File: config.mk
export PLATFORM = sky130hd
export DESIGN_NAME = osd_text_overlay_flat
export DESIGN_NICKNAME = d
export VERILOG_FILES = /design/src/rtl/osd_text_overlay_pkg.sv /design/src/rtl/osd_text_overlay_if.sv /design/src/rtl/osd_text_overlay_sync_delay.sv /design/src/rtl/osd_text_overlay.sv /design/src/flat_wrapper.sv
export SDC_FILE = /design/constraint.sdc
export NUM_CORES = 1
export LEC_CHECK = 0
export ABC_AREA = 1
export ABC_CLOCK_PERIOD_IN_PS = 1600
export BUFFER_PORTS_ARGS = -buffer_cell sky130_fd_sc_hd__buf_4
export CAP_MARGIN = 20
export CORE_UTILIZATION = 40
export DETAILED_ROUTE_END_ITERATION = 8
export GPL_ROUTABILITY_DRIVEN = 0
export GPL_TIMING_DRIVEN = 0
export PLACE_DENSITY = 0.63
export SLEW_MARGIN = 10
export SYNTH_ARGS = -nofsm -noshare
export SYNTH_HDL_FRONTEND = slang
export SYNTH_SLANG_ARGS = --single-unit
File: constraint.sdc
create_clock -name clk -period 1.6 [get_ports clk]
set_input_delay 0.48 -clock clk [delete_from_list [all_inputs] [get_ports clk]]
set_output_delay 0.48 -clock clk [all_outputs]
set_load 0.01 [all_outputs]
File: src/rtl/osd_text_overlay_pkg.sv
// Shared constants, enable-FSM encoding and colour helper for the OSD
// text overlay.
//   CHAR_W / CHAR_H : glyph cell size in pixels
//   LAT             : clocks from input sampling edge to matching output edge
//   osd_state_e     : enable FSM states
//   dim50()         : halves each 8-bit channel of a packed {R,G,B} pixel
package osd_text_overlay_pkg;

    localparam int CHAR_W = 8;
    localparam int CHAR_H = 8;
    localparam int LAT    = 4;

    typedef enum logic {
        OSD_OFF = 1'b0,
        OSD_ON  = 1'b1
    } osd_state_e;

    // Shift the whole word, then clear the bit that leaked in from the
    // neighbouring channel.
    function automatic logic [23:0] dim50(input logic [23:0] rgb);
        return (rgb >> 1) & 24'h7F7F7F;
    endfunction

endpackage

File: src/rtl/osd_text_overlay_if.sv
// Video/memory bundle between the timing generator, character RAM,
// font ROM, HDMI encoder and the OSD overlay.
//   hcount/vcount, de_in/hsync_in/vsync_in, rgb_in : incoming video
//   char_rdaddr -> char_q                           : char RAM read port (1 clk read)
//   font_rdaddr -> font_q                           : font ROM read port (1 clk read)
//   de_out/hsync_out/vsync_out, rgb_out             : outgoing video
// master = video source + memories, slave = overlay.
interface osd_text_overlay_if;

    logic [11:0] hcount;
    logic [11:0] vcount;
    logic        de_in;
    logic        hsync_in;
    logic        vsync_in;
    logic [23:0] rgb_in;
    logic [9:0]  char_rdaddr;
    logic [7:0]  char_q;
    logic [9:0]  font_rdaddr;
    logic [7:0]  font_q;
    logic        de_out;
    logic        hsync_out;
    logic        vsync_out;
    logic [23:0] rgb_out;

    modport master (
        output hcount, vcount, de_in, hsync_in, vsync_in, rgb_in,
        output char_q, font_q,
        input  char_rdaddr, font_rdaddr,
        input  de_out, hsync_out, vsync_out, rgb_out
    );

    modport slave (
        input  hcount, vcount, de_in, hsync_in, vsync_in, rgb_in,
        input  char_q, font_q,
        output char_rdaddr, font_rdaddr,
        output de_out, hsync_out, vsync_out, rgb_out
    );

endinterface

File: src/rtl/osd_text_overlay_sync_delay.sv
// Fixed-depth shift register carrying the {de,hsync,vsync,rgb} timing
// word alongside the glyph lookup path.
//   clk, reset : pixel clock, synchronous active-high clear
//   i_d        : word entering the delay line
//   o_q        : word delayed by DEPTH clocks
module osd_text_overlay_sync_delay #(
    parameter int WIDTH = 27,
    parameter int DEPTH = 4
) (
    input  logic             clk,
    input  logic             reset,
    input  logic [WIDTH-1:0] i_d,
    output logic [WIDTH-1:0] o_q
);

    logic [WIDTH-1:0] r_sr [DEPTH];

    always_ff @(posedge clk) begin
        if (reset) begin
            for (int unsigned i = 0; i < DEPTH; i++) begin
                r_sr[i] <= '0;
            end
        end else begin
            r_sr[0] <= i_d;
            for (int unsigned i = 1; i < DEPTH; i++) begin
                r_sr[i] <= r_sr[i-1];
            end
        end
    end

    assign o_q = r_sr[DEPTH-1];

endmodule

File: src/rtl/osd_text_overlay.sv
// Renders the character RAM as an 8x8-font text window over live video.
//   clk        : pixel clock
//   reset      : synchronous, active-high
//   enable_osd : OSD on/off request, honoured only at frame start
//   vid        : video in/out, char RAM and font ROM read ports (slave)
// Every input sampled at edge k appears on the outputs at edge k+LAT.
// Glyph path: char_rdaddr (k) -> char_q (k+1) -> font_rdaddr (k+2)
// -> font_q (k+3) -> rgb_out (k+4).
module osd_text_overlay
    import osd_text_overlay_pkg::*;
#(
    parameter logic [11:0] OSD_X    = 12'd64,
    parameter logic [11:0] OSD_Y    = 12'd48,
    parameter int          COLS     = 32,
    parameter int          ROWS     = 32,
    parameter logic [23:0] FG_COLOR = 24'hFFFFFF
) (
    input  logic clk,
    input  logic reset,
    input  logic enable_osd,
    osd_text_overlay_if.slave vid
);

    localparam int COL_W = $clog2(COLS);
    localparam int ROW_W = (ROWS > 1) ? $clog2(ROWS) : 1;
    localparam int XW    = COL_W + 3;
    localparam int YW    = ROW_W + 3;

    // 13-bit window bounds so a window touching 4095 cannot wrap.
    localparam logic [12:0] X_LO = {1'b0, OSD_X};
    localparam logic [12:0] X_HI = X_LO + 13'(COLS * CHAR_W);
    localparam logic [12:0] Y_LO = {1'b0, OSD_Y};
    localparam logic [12:0] Y_HI = Y_LO + 13'(ROWS * CHAR_H);

    // ---------------- S0 combinational: window and address ----------------
    logic [12:0]      w_h13;
    logic [12:0]      w_v13;
    logic             w_in_win;
    logic [XW-1:0]    w_xoff;
    logic [YW-1:0]    w_yoff;
    logic [COL_W-1:0] w_col;
    logic [ROW_W-1:0] w_row;
    logic [9:0]       w_char_addr;

    assign w_h13    = {1'b0, vid.hcount};
    assign w_v13    = {1'b0, vid.vcount};
    assign w_in_win = (w_h13 >= X_LO) && (w_h13 < X_HI) &&
                      (w_v13 >= Y_LO) && (w_v13 < Y_HI);

    assign w_xoff      = XW'(vid.hcount - OSD_X);
    assign w_yoff      = YW'(vid.vcount - OSD_Y);
    assign w_col       = w_xoff[XW-1:3];
    assign w_row       = w_yoff[YW-1:3];
    assign w_char_addr = 10'(32'(w_row) * 32'(COLS) + 32'(w_col));

    // ---------------- Enable FSM ----------------
    osd_state_e r_state;
    osd_state_e w_state_nxt;
    logic       w_frame_start;
    logic       w_active;

    assign w_frame_start = (vid.hcount == '0) && (vid.vcount == '0) && vid.de_in;

    always_ff @(posedge clk) begin
        if (reset) begin
            r_state <= OSD_OFF;
        end else begin
            r_state <= w_state_nxt;
        end
    end

    // The frame-start pixel itself already follows the new decision, so the
    // whole frame (including a window at 0,0) is rendered consistently.
    always_comb begin
        w_state_nxt = r_state;
        w_active    = 1'b0;
        if (w_frame_start) begin
            w_state_nxt = enable_osd ? OSD_ON : OSD_OFF;
        end
        w_active = (w_state_nxt == OSD_ON);
    end

    // ---------------- Timing word delay line ----------------
    logic [26:0] w_dly;

    osd_text_overlay_sync_delay #(
        .WIDTH (27),
        .DEPTH (LAT)
    ) u_sync_delay (
        .clk   (clk),
        .reset (reset),
        .i_d   ({vid.de_in, vid.hsync_in, vid.vsync_in, vid.rgb_in}),
        .o_q   (w_dly)
    );

    // ---------------- Glyph pipeline registers ----------------
    logic        r_s0_win, r_s1_win, r_s2_win, r_s3_win;
    logic        r_s0_act, r_s1_act, r_s2_act, r_s3_act;
    logic [2:0]  r_s0_px,  r_s1_px,  r_s2_px,  r_s3_px;
    logic [2:0]  r_s0_line, r_s1_line;
    logic        r_s2_inv, r_s3_inv;
    logic [9:0]  r_char_rdaddr;
    logic [9:0]  r_font_rdaddr;
    logic        r_de_out;
    logic        r_hsync_out;
    logic        r_vsync_out;
    logic [23:0] r_rgb_out;

    // ---------------- Pixel select ----------------
    logic [2:0]  w_bit_sel;
    logic        w_pix;
    logic [23:0] w_rgb_nxt;

    // font_q bit7 is the leftmost pixel, so column px maps to bit 7-px.
    assign w_bit_sel = ~r_s3_px;
    assign w_pix     = vid.font_q[w_bit_sel] ^ r_s3_inv;

    always_comb begin
        w_rgb_nxt = w_dly[23:0];
        if (!w_dly[26]) begin
            w_rgb_nxt = '0;
        end else if (r_s3_act && r_s3_win) begin
            w_rgb_nxt = w_pix ? FG_COLOR : dim50(w_dly[23:0]);
        end
    end

    always_ff @(posedge clk) begin
        if (reset) begin
            r_s0_win      <= 1'b0;
            r_s1_win      <= 1'b0;
            r_s2_win      <= 1'b0;
            r_s3_win      <= 1'b0;
            r_s0_act      <= 1'b0;
            r_s1_act      <= 1'b0;
            r_s2_act      <= 1'b0;
            r_s3_act      <= 1'b0;
            r_s0_px       <= '0;
            r_s1_px       <= '0;
            r_s2_px       <= '0;
            r_s3_px       <= '0;
            r_s0_line     <= '0;
            r_s1_line     <= '0;
            r_s2_inv      <= 1'b0;
            r_s3_inv      <= 1'b0;
            r_char_rdaddr <= '0;
            r_font_rdaddr <= '0;
            r_de_out      <= 1'b0;
            r_hsync_out   <= 1'b0;
            r_vsync_out   <= 1'b0;
            r_rgb_out     <= '0;
        end else begin
            // S0: sample position, launch char RAM read.
            r_s0_win  <= w_in_win;
            r_s0_act  <= w_active;
            r_s0_px   <= w_xoff[2:0];
            r_s0_line <= w_yoff[2:0];
            if (w_in_win) begin
                r_char_rdaddr <= w_char_addr;
            end

            // S1: char RAM is reading.
            r_s1_win  <= r_s0_win;
            r_s1_act  <= r_s0_act;
            r_s1_px   <= r_s0_px;
            r_s1_line <= r_s0_line;

            // S2: char_q valid, launch font ROM read; bit 7 selects inverse.
            if (r_s1_win) begin
                r_font_rdaddr <= {vid.char_q[6:0], r_s1_line};
            end
            r_s2_win <= r_s1_win;
            r_s2_act <= r_s1_act;
            r_s2_px  <= r_s1_px;
            r_s2_inv <= vid.char_q[7];

            // S3: font ROM is reading.
            r_s3_win <= r_s2_win;
            r_s3_act <= r_s2_act;
            r_s3_px  <= r_s2_px;
            r_s3_inv <= r_s2_inv;

            // Output: font_q valid, timing word arrives from the delay line.
            r_de_out    <= w_dly[26];
            r_hsync_out <= w_dly[25];
            r_vsync_out <= w_dly[24];
            r_rgb_out   <= w_rgb_nxt;
        end
    end

    assign vid.char_rdaddr = r_char_rdaddr;
    assign vid.font_rdaddr = r_font_rdaddr;
    assign vid.de_out      = r_de_out;
    assign vid.hsync_out   = r_hsync_out;
    assign vid.vsync_out   = r_vsync_out;
    assign vid.rgb_out     = r_rgb_out;

endmodule

File: src/flat_wrapper.sv
// flat-port wrapper written by rule: the top's interface ports become plain ports
module osd_text_overlay_flat import osd_text_overlay_pkg::*;
#(
    parameter logic [11:0] OSD_X    = 12'd64,
    parameter logic [11:0] OSD_Y    = 12'd48,
    parameter int          COLS     = 32,
    parameter int          ROWS     = 32,
    parameter logic [23:0] FG_COLOR = 24'hFFFFFF
)
  (clk, reset, enable_osd, vid_hcount, vid_vcount, vid_de_in, vid_hsync_in, vid_vsync_in, vid_rgb_in, vid_char_q, vid_font_q, vid_char_rdaddr, vid_font_rdaddr, vid_de_out, vid_hsync_out, vid_vsync_out, vid_rgb_out);
  osd_text_overlay_if vid_i ();
  input  logic clk;
  input  logic reset;
  input  logic enable_osd;
  input wire logic [$bits(vid_i.hcount)-1:0] vid_hcount;
  input wire logic [$bits(vid_i.vcount)-1:0] vid_vcount;
  input wire logic [$bits(vid_i.de_in)-1:0] vid_de_in;
  input wire logic [$bits(vid_i.hsync_in)-1:0] vid_hsync_in;
  input wire logic [$bits(vid_i.vsync_in)-1:0] vid_vsync_in;
  input wire logic [$bits(vid_i.rgb_in)-1:0] vid_rgb_in;
  input wire logic [$bits(vid_i.char_q)-1:0] vid_char_q;
  input wire logic [$bits(vid_i.font_q)-1:0] vid_font_q;
  output wire logic [$bits(vid_i.char_rdaddr)-1:0] vid_char_rdaddr;
  output wire logic [$bits(vid_i.font_rdaddr)-1:0] vid_font_rdaddr;
  output wire logic [$bits(vid_i.de_out)-1:0] vid_de_out;
  output wire logic [$bits(vid_i.hsync_out)-1:0] vid_hsync_out;
  output wire logic [$bits(vid_i.vsync_out)-1:0] vid_vsync_out;
  output wire logic [$bits(vid_i.rgb_out)-1:0] vid_rgb_out;
  assign vid_i.hcount = vid_hcount;
  assign vid_i.vcount = vid_vcount;
  assign vid_i.de_in = vid_de_in;
  assign vid_i.hsync_in = vid_hsync_in;
  assign vid_i.vsync_in = vid_vsync_in;
  assign vid_i.rgb_in = vid_rgb_in;
  assign vid_i.char_q = vid_char_q;
  assign vid_i.font_q = vid_font_q;
  assign vid_char_rdaddr = vid_i.char_rdaddr;
  assign vid_font_rdaddr = vid_i.font_rdaddr;
  assign vid_de_out = vid_i.de_out;
  assign vid_hsync_out = vid_i.hsync_out;
  assign vid_vsync_out = vid_i.vsync_out;
  assign vid_rgb_out = vid_i.rgb_out;
  osd_text_overlay #(.OSD_X(OSD_X), .OSD_Y(OSD_Y), .COLS(COLS), .ROWS(ROWS), .FG_COLOR(FG_COLOR)) u_core (.clk(clk), .reset(reset), .enable_osd(enable_osd), .vid(vid_i));
endmodule
Word level (Yosys, flattened, before mapping)
Memories as Yosys holds them, arrays and structs flattened.
Cells that the tools add are included.
- bits in writable memories: 108
- memories: 1
- output and inout bits: 47
- bits in registers: 75
- word-level logic and storage cells: 59
- input port bits: 70
- mux-type cells: 12
- $lt $le $gt $ge: 5
- bitwise logic cells: 7
- add/subtract/negate cells: 3
- reductions and logical operators: 9
- memory list (memory ; depth ; bits a word ; read ports ; clocked after Yosys merged registers in ; wr ports ; line ; text):
    u_core.u_sync_delay.r_sr ; 4 ; 27 ; 4 ; 0 ; 4 ; osd_text_overlay_sync_delay.sv:16 ; logic [WIDTH-1:0] r_sr [DEPTH];
- operators with widths (cell ; number):
    2-to-1 mux 27 bit ; 4
    2-to-1 mux 24 bit ; 2
    logical NOT 12 bit ; 2
    < comparator 12 x 9 -> 1 bit (second input constant) ; 2
    >= comparator 12 x 6 -> 1 bit (second input constant) ; 1
    >= comparator 12 x 7 -> 1 bit (second input constant) ; 1
    adder 10 x 5 -> 10 bit ; 1
    subtractor 8 x 6 -> 8 bit (second input constant) ; 1
    subtractor 8 x 7 -> 8 bit (second input constant) ; 1
    logical AND 1 bit ; 6
    2-to-1 mux 1 bit ; 5
    < comparator 3 x 4 -> 1 bit (second input constant) ; 1
    OR 1 bit ; 4
    binary-select mux 1 bit (select 3 bit) ; 1
    NOT 3 bit ; 1
    OR reduction 2 bit ; 1
    NOT 1 bit ; 1
    bitwise XOR 1 bit ; 1

Logic depth before layout (Yosys ltp)
Gate-level depths: netlist of the first run.
- word-level depth: 6
- mapped depth: 9
- depth with buffers taken out: 9

Modules after synthesis
A second synthesis of the first run with hierarchy kept.
- cells, all modules: 707
- area total of the unflattened synthesis: 6024.5 um^2
- by module, submodules not included (module ; cells an instance ; area each (um^2) ; seq. area each (um^2) ; instances):
    osd_text_overlay_sync_delay ; 336 ; 3057.9 ; 2162.1 ; 1
    osd_text_overlay ; 371 ; 2966.6 ; 1501.4 ; 1

Least setup slack after synthesis of the first run
No wires, ideal clock.
- path kind: input port to flip-flop
- start point: in vid_vcount[4]
- end point: reg u_core.r_char_rdaddr[5], in the netlist u_core.vid.char_rdaddr[5]
- data required time: 1.468 ns
- stages: 8
- path buffers: 0
- library setup time: 0.132 ns
- data arrival time: 1.378 ns
- path slack: 0.090 ns
- path through: ha_1 inv_1 nand2_2 xor2_2 nor2_4 nand2_1 nand2_1 a21oi_1
- word-level cells in the longest chain between the ends: 3
- elaborated cells between the ends (all ways): 4
- those cells by class: 2 x order compare; 2 x reduce/logical
- RTL lines (what ; line ; text):
    from (decl) ; flat_wrapper.sv:16 ; input wire logic [$bits(vid_i.vcount)-1:0] vid_vcount;
    >= comparator 12 x 6 -> 1 bit ; osd_text_overlay.sv:48 ; (w_v13 >= Y_LO) && (w_v13 < Y_HI);
    logical AND 1 bit ; osd_text_overlay.sv:47 ; assign w_in_win = (w_h13 >= X_LO) && (w_h13 < X_HI) &&
    logical AND 1 bit * ; osd_text_overlay.sv:48 ;
    to (signal assigned) ; osd_text_overlay.sv:158 ; r_char_rdaddr <= w_char_addr;
    to (decl) ; osd_text_overlay.sv:102 ; logic [9:0] r_char_rdaddr;
Every way passes the cells marked *; elsewhere a longest branch is shown, timed or not.
A chain may end at the register's enable or synchronous reset.

Worst setup path after layout of the first run
Same ends and word-level chain as after synthesis.

==> results.ini, run 1 <==
[status]
status = finished, final reports clean

[clock_tree]
cts_root_buf = clkbuf_16
hold_buffers = 0
cts.sinks = 183
post-cts-setup-buffer-count = 0
clkLatencyLatePin_ns = 0.41
clk_pin_slew_worst_paths_ns = 0.06
cts_tree = done
clockBufferDepth = 2
cts_resized = 0
numCtsBuffers = 17
ctsHtreeMaxLevel = 4

[grt]
grt-ovfl-total = 0
grt_usage_pct = 14.6
antenna_found_initial = 0
first_global_vias = 3963
grt_pass1_wl_um = 17300
grt_max_degree = 17

[sta]
max_freq_mhz = 701
fin_setup_tns_ns = 0
worst_slew_pin_slew_ns = 0.513
hold_violations = 0
fin_ws_ns = 0.173
rsz0062_at_grt = false
maxSlewViolCount = 0
fin_hold_ws_ns = 0.269
setup_violations = 0
finalCritPeriodShare_pct = 89.2
fin_crit_ns = 1.43
fin_skew_ns = 0.00732
max_slew_margin_pct = 65.8

[worst_setup_path]
timing.rr.start = u_core.r_s3_act
rrSetupSlack_ns = 0.21
critPathMaxFanout = 8
cpMostUsedCell = nand2_1
arrival_ns = 1.69
critPathRequiredTime_ns = 1.87
crit_path_start = vid_vcount[4]
reg2reg_depth = 4
r2r-end = u_core.vid.rgb_out[21]
crit_path_start_kind = primary input
setup.worst_path.end_class = flop
crit_slowest_cell = ha_1
crit_chain = buf_4 > ha_1 > inv_1 > nand2_2 > xor2_2 > nor2_4 > nand2_1 > nand2_1 > a21oi_1
crit_end = u_core.vid.char_rdaddr[5]
critPathMaxStageDelay_ns = 0.22
critPathKind = in -> reg

[place]
hpwlAfterDp_um = 7590
dp_cells = 978
place_area_um2 = 6960
dp_slack_ns = -0.227
port_buffers = 115

[layout]
drive_gt1_share_pct = 19.7
postLayoutCoreUtil_pct = 53.5
instances_no_fill = 1009
antennaDiodeCount = 0
nets = 891
area_growth_pct = 28.5
fin_area_um2 = 7540

[drt]
drcViolationCount = 0
drt_iter0_drc = 150
postRouteAntennaNets = 0
wl_um = 10100
vias = 4030
wl_per_cell_um = 9.99
viasPerCell = 3.99
dr.pass1.iters = 4

[floorplan]
io_pins = 117
initial_utilization_pct = 41.7
core.rowCount = 43
die_w_um = 123
chipHeight_um = 123
fp.dieArea_um2 = 15200
coreArea_um2 = 14100

[logic_synthesis]
synth_cell_type_count = 25
ys_seq_area_share_pct = 62.4
synth_fp_nets = 757
syn-instance-count = 683
synth.avg_cell_area_um2 = 8.60
netlist_area_um2 = 5870
yosysWarningCount = 0
ys_ff_latch = 183

[pwr]
switchingPower_mw = 1.82
p_leak_nw = 3.61
power_frac_clock_pct = 44.2
powerDensity_nw_per_um2 = 1210
combPwrFrac_pct = 4.2
peakVddDrop_uv = 733
swShare_pct = 20.0
p_seq_share_pct = 51.6
total_power_mw = 9.12
power.internal_mw = 7.30

[hold_path]
holdPathStages = 3
hp-class = in -> reg

[run]
maxCapViolCount = 0

## critical path, delay by kind of cell
kind	cells	cell delay (ns)
AND/OR/NAND/NOR	4	0.57
AO/OA/AOI/OAI	1	0.07
buffers and inverters	2	0.19
adder cells (fa/ha/maj)	1	0.22
XOR/XNOR	1	0.17
## cell type report
cell class              count  area (um2)
multi-input cells         315        1480
well taps                 180         225
flip-flops and latches    183        3660
repair buffers            115         863
clock inverters            13         155
plain buffers              27         135
fillers                  1352        6550
clock buffers              18         429
inverters                 158         593
## cell usage after synthesis
| cell type | number | area share [%] |
|---|---|---|
| a21oi_1 | 32 | 2.7 |
| a21oi_2 | 1 | 0.15 |
| buf_1 | 9 | 0.58 |
| buf_2 | 3 | 0.26 |
| buf_6 | 4 | 0.77 |
| clkbuf_1 | 11 | 0.70 |
| dfxtp_1 | 183 | 62 |
| ha_1 | 4 | 0.85 |
| inv_1 | 157 | 10 |
| inv_2 | 1 | 0.064 |
| mux2i_1 | 17 | 2.9 |
| nand2_1 | 33 | 2.1 |
| nand2_2 | 2 | 0.21 |
| nand3_1 | 23 | 2.0 |
| nand3_2 | 3 | 0.51 |
| nand4_1 | 1 | 0.11 |
| nor2_1 | 180 | 12 |
| nor2_2 | 1 | 0.11 |
| nor2_4 | 1 | 0.19 |
| nor3_1 | 2 | 0.17 |
| o21ai_0 | 11 | 0.94 |
| o21bai_2 | 1 | 0.19 |
| xnor2_1 | 1 | 0.15 |
| xor2_1 | 1 | 0.15 |
| xor2_2 | 1 | 0.28 |
## power by group through the flow
stage	Combinational [mW]	Sequential, mW	Clock (mW)
after floorplan	0.197	4.80	0
after global placement	0.378	4.80	0
after detailed placement	0.387	4.81	0
after CTS	0.389	4.70	4.14
after global routing	0.442	4.71	4.35
final	0.384	4.70	4.04
## worst min path at each step
stage | endpoint | start | slack (ns)
2_1_floorplan | u_core.r_s1_line[0] | u_core.r_s0_line[0] | 0.39
4_1_cts | u_core.u_sync_delay.r_sr[0][13] | vid_rgb_in[13] | 0.25
3_5_place_dp | u_core.u_sync_delay.r_sr[1][21] | u_core.u_sync_delay.r_sr[0][21] | 0.39
3_3_place_gp | u_core.r_s1_line[1] | u_core.r_s0_line[1] | 0.39
5_1_grt | u_core.u_sync_delay.r_sr[0][7] | vid_rgb_in[7] | 0.27
6_report | u_core.u_sync_delay.r_sr[0][19] | vid_rgb_in[19] | 0.27
## registers in the layout, indices dropped and copies added (netlist names), 3 cells and up
name	cells
u_core.r_s0_line	3
u_core.vid.font_rdaddr	10
u_core.u_sync_delay.r_sr	108
u_core.vid.rgb_out	24
u_core.r_s2_px	3
u_core.r_s3_px	3
u_core.vid.char_rdaddr	10
u_core.r_s1_line	3
u_core.r_s0_px	3
u_core.r_s1_px	3
## layout by cell type, fill, tap and decap left out, types with 9 or more instances in the layout
cell type    n
a21oi_1     32
buf_1        9
buf_4      115
clkbuf_1    12
clkbuf_16   17
dfxtp_1    183
inv_1      157
mux2i_1     17
nand2_1     33
nand3_1     23
nor2_1     180
o21ai_0     11
## per-layer routing
metal / wire length, um / up-vias / track usage, %
met5: 0 / - / 0
met4: 131 / 0 / 5.87
met3: 404 / 13 / 4.29
met2: 4800 / 75 / 24.7
met1: 4750 / 1698 / 17.5
li1: - / 2244 / -
## kinds of logic after synthesis
logic type / synth area share (%)
compound gates: 4.01
xor+xnor: 0.575
mux: 2.90
flops: 62.4
fa+ha+maj: 0.852
buf+inv: 12.4
simple gates: 16.9
Power figures use the tool's default switching activity.
==> inputs of run 2 (changes only) <==
--- a/config.mk
+++ b/config.mk
@@ -10,6 +10,7 @@
 export BUFFER_PORTS_ARGS = -buffer_cell sky130_fd_sc_hd__buf_4
 export CAP_MARGIN = 20
 export CORE_UTILIZATION = 40
+export CTS_BUF_LIST = sky130_fd_sc_hd__clkbuf_4 sky130_fd_sc_hd__clkbuf_8 sky130_fd_sc_hd__clkbuf_16
 export DETAILED_ROUTE_END_ITERATION = 8
 export GPL_ROUTABILITY_DRIVEN = 0
 export GPL_TIMING_DRIVEN = 0
==> results.ini, run 2 (synthesis gave the netlist of run 1 again) <==
[floorplan]
initial_utilization_pct = 41.7  ; unchanged
fp.dieArea_um2 = 15200  ; unchanged
core.rowCount = 43  ; unchanged
die_w_um = 123  ; unchanged
coreArea_um2 = 14100  ; unchanged
chipHeight_um = 123  ; unchanged
io_pins = 117  ; unchanged

[grt]
first_global_vias = 3937  ; -0.66%
grt_pass1_wl_um = 17300  ; +0.16%
grt_usage_pct = 14.7  ; +0.040 points
antenna_found_initial = 0  ; unchanged
grt_max_degree = 17  ; unchanged
grt-ovfl-total = 0  ; unchanged

[pwr]
powerDensity_nw_per_um2 = 1210  ; +0.14%
power_frac_clock_pct = 44.3  ; about the same
power.internal_mw = 7.32  ; +0.24%
peakVddDrop_uv = 729  ; -0.51%
swShare_pct = 20.0  ; -0.035 points
total_power_mw = 9.14  ; +0.19%
p_leak_nw = 3.61  ; about the same
combPwrFrac_pct = 4.2  ; about the same
switchingPower_mw = 1.82  ; about the same
p_seq_share_pct = 51.5  ; about the same

[drt]
wl_per_cell_um = 10.0  ; +0.32%
dr.pass1.iters = 5  ; +1
postRouteAntennaNets = 0  ; unchanged
wl_um = 10100  ; +0.32%
drcViolationCount = 0  ; unchanged
drt_iter0_drc = 138  ; -8.0%
viasPerCell = 4.00  ; +0.12%
vias = 4035  ; +0.12%

[layout]
fin_area_um2 = 7550  ; about the same
nets = 891  ; unchanged
largest_register = u_core.u_sync_delay.r_sr
drive_gt1_share_pct = 19.8  ; +0.12 points
layout_common_cells = dfxtp_1, nor2_1, inv_1, buf_4, nand2_1
largest_reg_flops = 108  ; unchanged
antennaDiodeCount = 0  ; unchanged
instances_no_fill = 1009  ; unchanged
final_common_cell = dfxtp_1
area_growth_pct = 28.6  ; about the same
fillers = 1354  ; +0.15%

[clock_tree]
cts_resized = 0  ; unchanged
cts_root_buf = clkbuf_16
clkLatencyLatePin_ns = 0.41  ; about the same
ctsHtreeMaxLevel = 4  ; unchanged
hold_buffers = 0  ; unchanged
post-cts-setup-buffer-count = 0  ; unchanged
clockBufferDepth = 2  ; unchanged
cts.sinks = 183  ; unchanged
cts_tree = done
numCtsBuffers = 17  ; unchanged
clk_pin_slew_worst_paths_ns = 0.06  ; about the same

[sta]
hold_violations = 0  ; unchanged
fin_hold_ws_ns = 0.270  ; +0.000772 ns
worst_slew_pin_slew_ns = 0.506  ; -0.00706 ns
rsz0062_at_grt = false
finalCritPeriodShare_pct = 89.3  ; about the same
setup_violations = 0  ; unchanged
maxSlewViolCount = 0  ; unchanged
max_slew_margin_pct = 66.3  ; +0.47 points
fin_skew_ns = 0.00831  ; +0.000981 ns
max_freq_mhz = 700  ; about the same
fin_crit_ns = 1.43  ; +0.00124 ns

[status]
status = finished, final reports clean

[place]
place_area_um2 = 6960  ; unchanged
dp_cells = 978  ; unchanged
port_buffers = 115  ; unchanged
hpwlAfterDp_um = 7590  ; unchanged

[run]
maxCapViolCount = 0  ; unchanged

[worst_setup_path]
critPathMaxFanout = 8  ; unchanged
crit_slowest_cell = ha_1
crit_path_start_kind = primary input
cpMostUsedCell = nand2_1
setup.worst_path.end_class = flop
critPathMaxStageDelay_ns = 0.22  ; about the same
critPathRequiredTime_ns = 1.87  ; about the same
arrival_ns = 1.70  ; about the same
critPathKind = in -> reg
crit_chain = buf_4 > ha_1 > inv_1 > nand2_2 > xor2_2 > nor2_4 > nand2_1 > nand2_1 > a21oi_1

[hold_path]
hp-class = in -> reg

## run 2: routing by layer
layer	GRT usage (%)	vias to the layer above	wire length [um]
met5	0	-	0
met4	5.87	0	90
met3	4.29	6	413
met2	24.4	78	4860
met1	17.8	1704	4750
li1	-	2247	-
## run 2: cell type report
class                   instances  area [um2]  area share (%)
flip-flops and latches        183        3660            48.5
multi-input cells             315        1480            19.6
repair buffers                115         863            11.4
inverters                     158         593            7.86
clock buffers                  18         433            5.74
well taps                     180         225            2.98
clock inverters                13         155            2.06
plain buffers                  27         135            1.79
## run 2: path summary, 6_finish.rpt
kind	from	endpoint	slack, ns	depth (start not counted)
max	vid_vcount[4]	u_core.vid.char_rdaddr[5]	0.17	9
min	vid_rgb_in[19]	u_core.u_sync_delay.r_sr[0][19]	0.27	3
min reg2reg	u_core.u_sync_delay.r_sr[2][11]	u_core.u_sync_delay.r_sr[3][11]	0.39	2
max reg2reg	u_core.r_s3_act	u_core.vid.rgb_out[21]	0.22	4
## run 2: critical path, delay by kind of cell
kind / cells / cell delay (ns)
AOI/OAI and AO/OA: 1 / 0.07
and+or+nand+nor: 4 / 0.57
adders and majority gates: 1 / 0.22
buffers and inverters: 2 / 0.19
xor gates and xnor gates: 1 / 0.17
## run 2: metrics by stage
step / utilization (%) / TNS [ns] / setup WS, ns
final: 53.6 / 0 / 0.171
after detailed placement: 49.4 / -2.86 / -0.227
after global placement: 49.4 / -2.44 / -0.187
after global routing: 53.6 / 0 / 0.0727
after floorplan: - / 0 / 0.0900
after CTS: 53.6 / 0 / 0.196
## run 2: power by group through the flow
stage / registers [mW] / clock network [mW] / logic, mW
6_report: 4.70 / 4.05 / 0.383
5_1_grt: 4.71 / 4.37 / 0.442
4_1_cts: 4.70 / 4.16 / 0.389
3_5_place_dp: 4.81 / 0 / 0.387
3_3_place_gp: 4.80 / 0 / 0.378
2_1_floorplan: 4.80 / 0 / 0.197
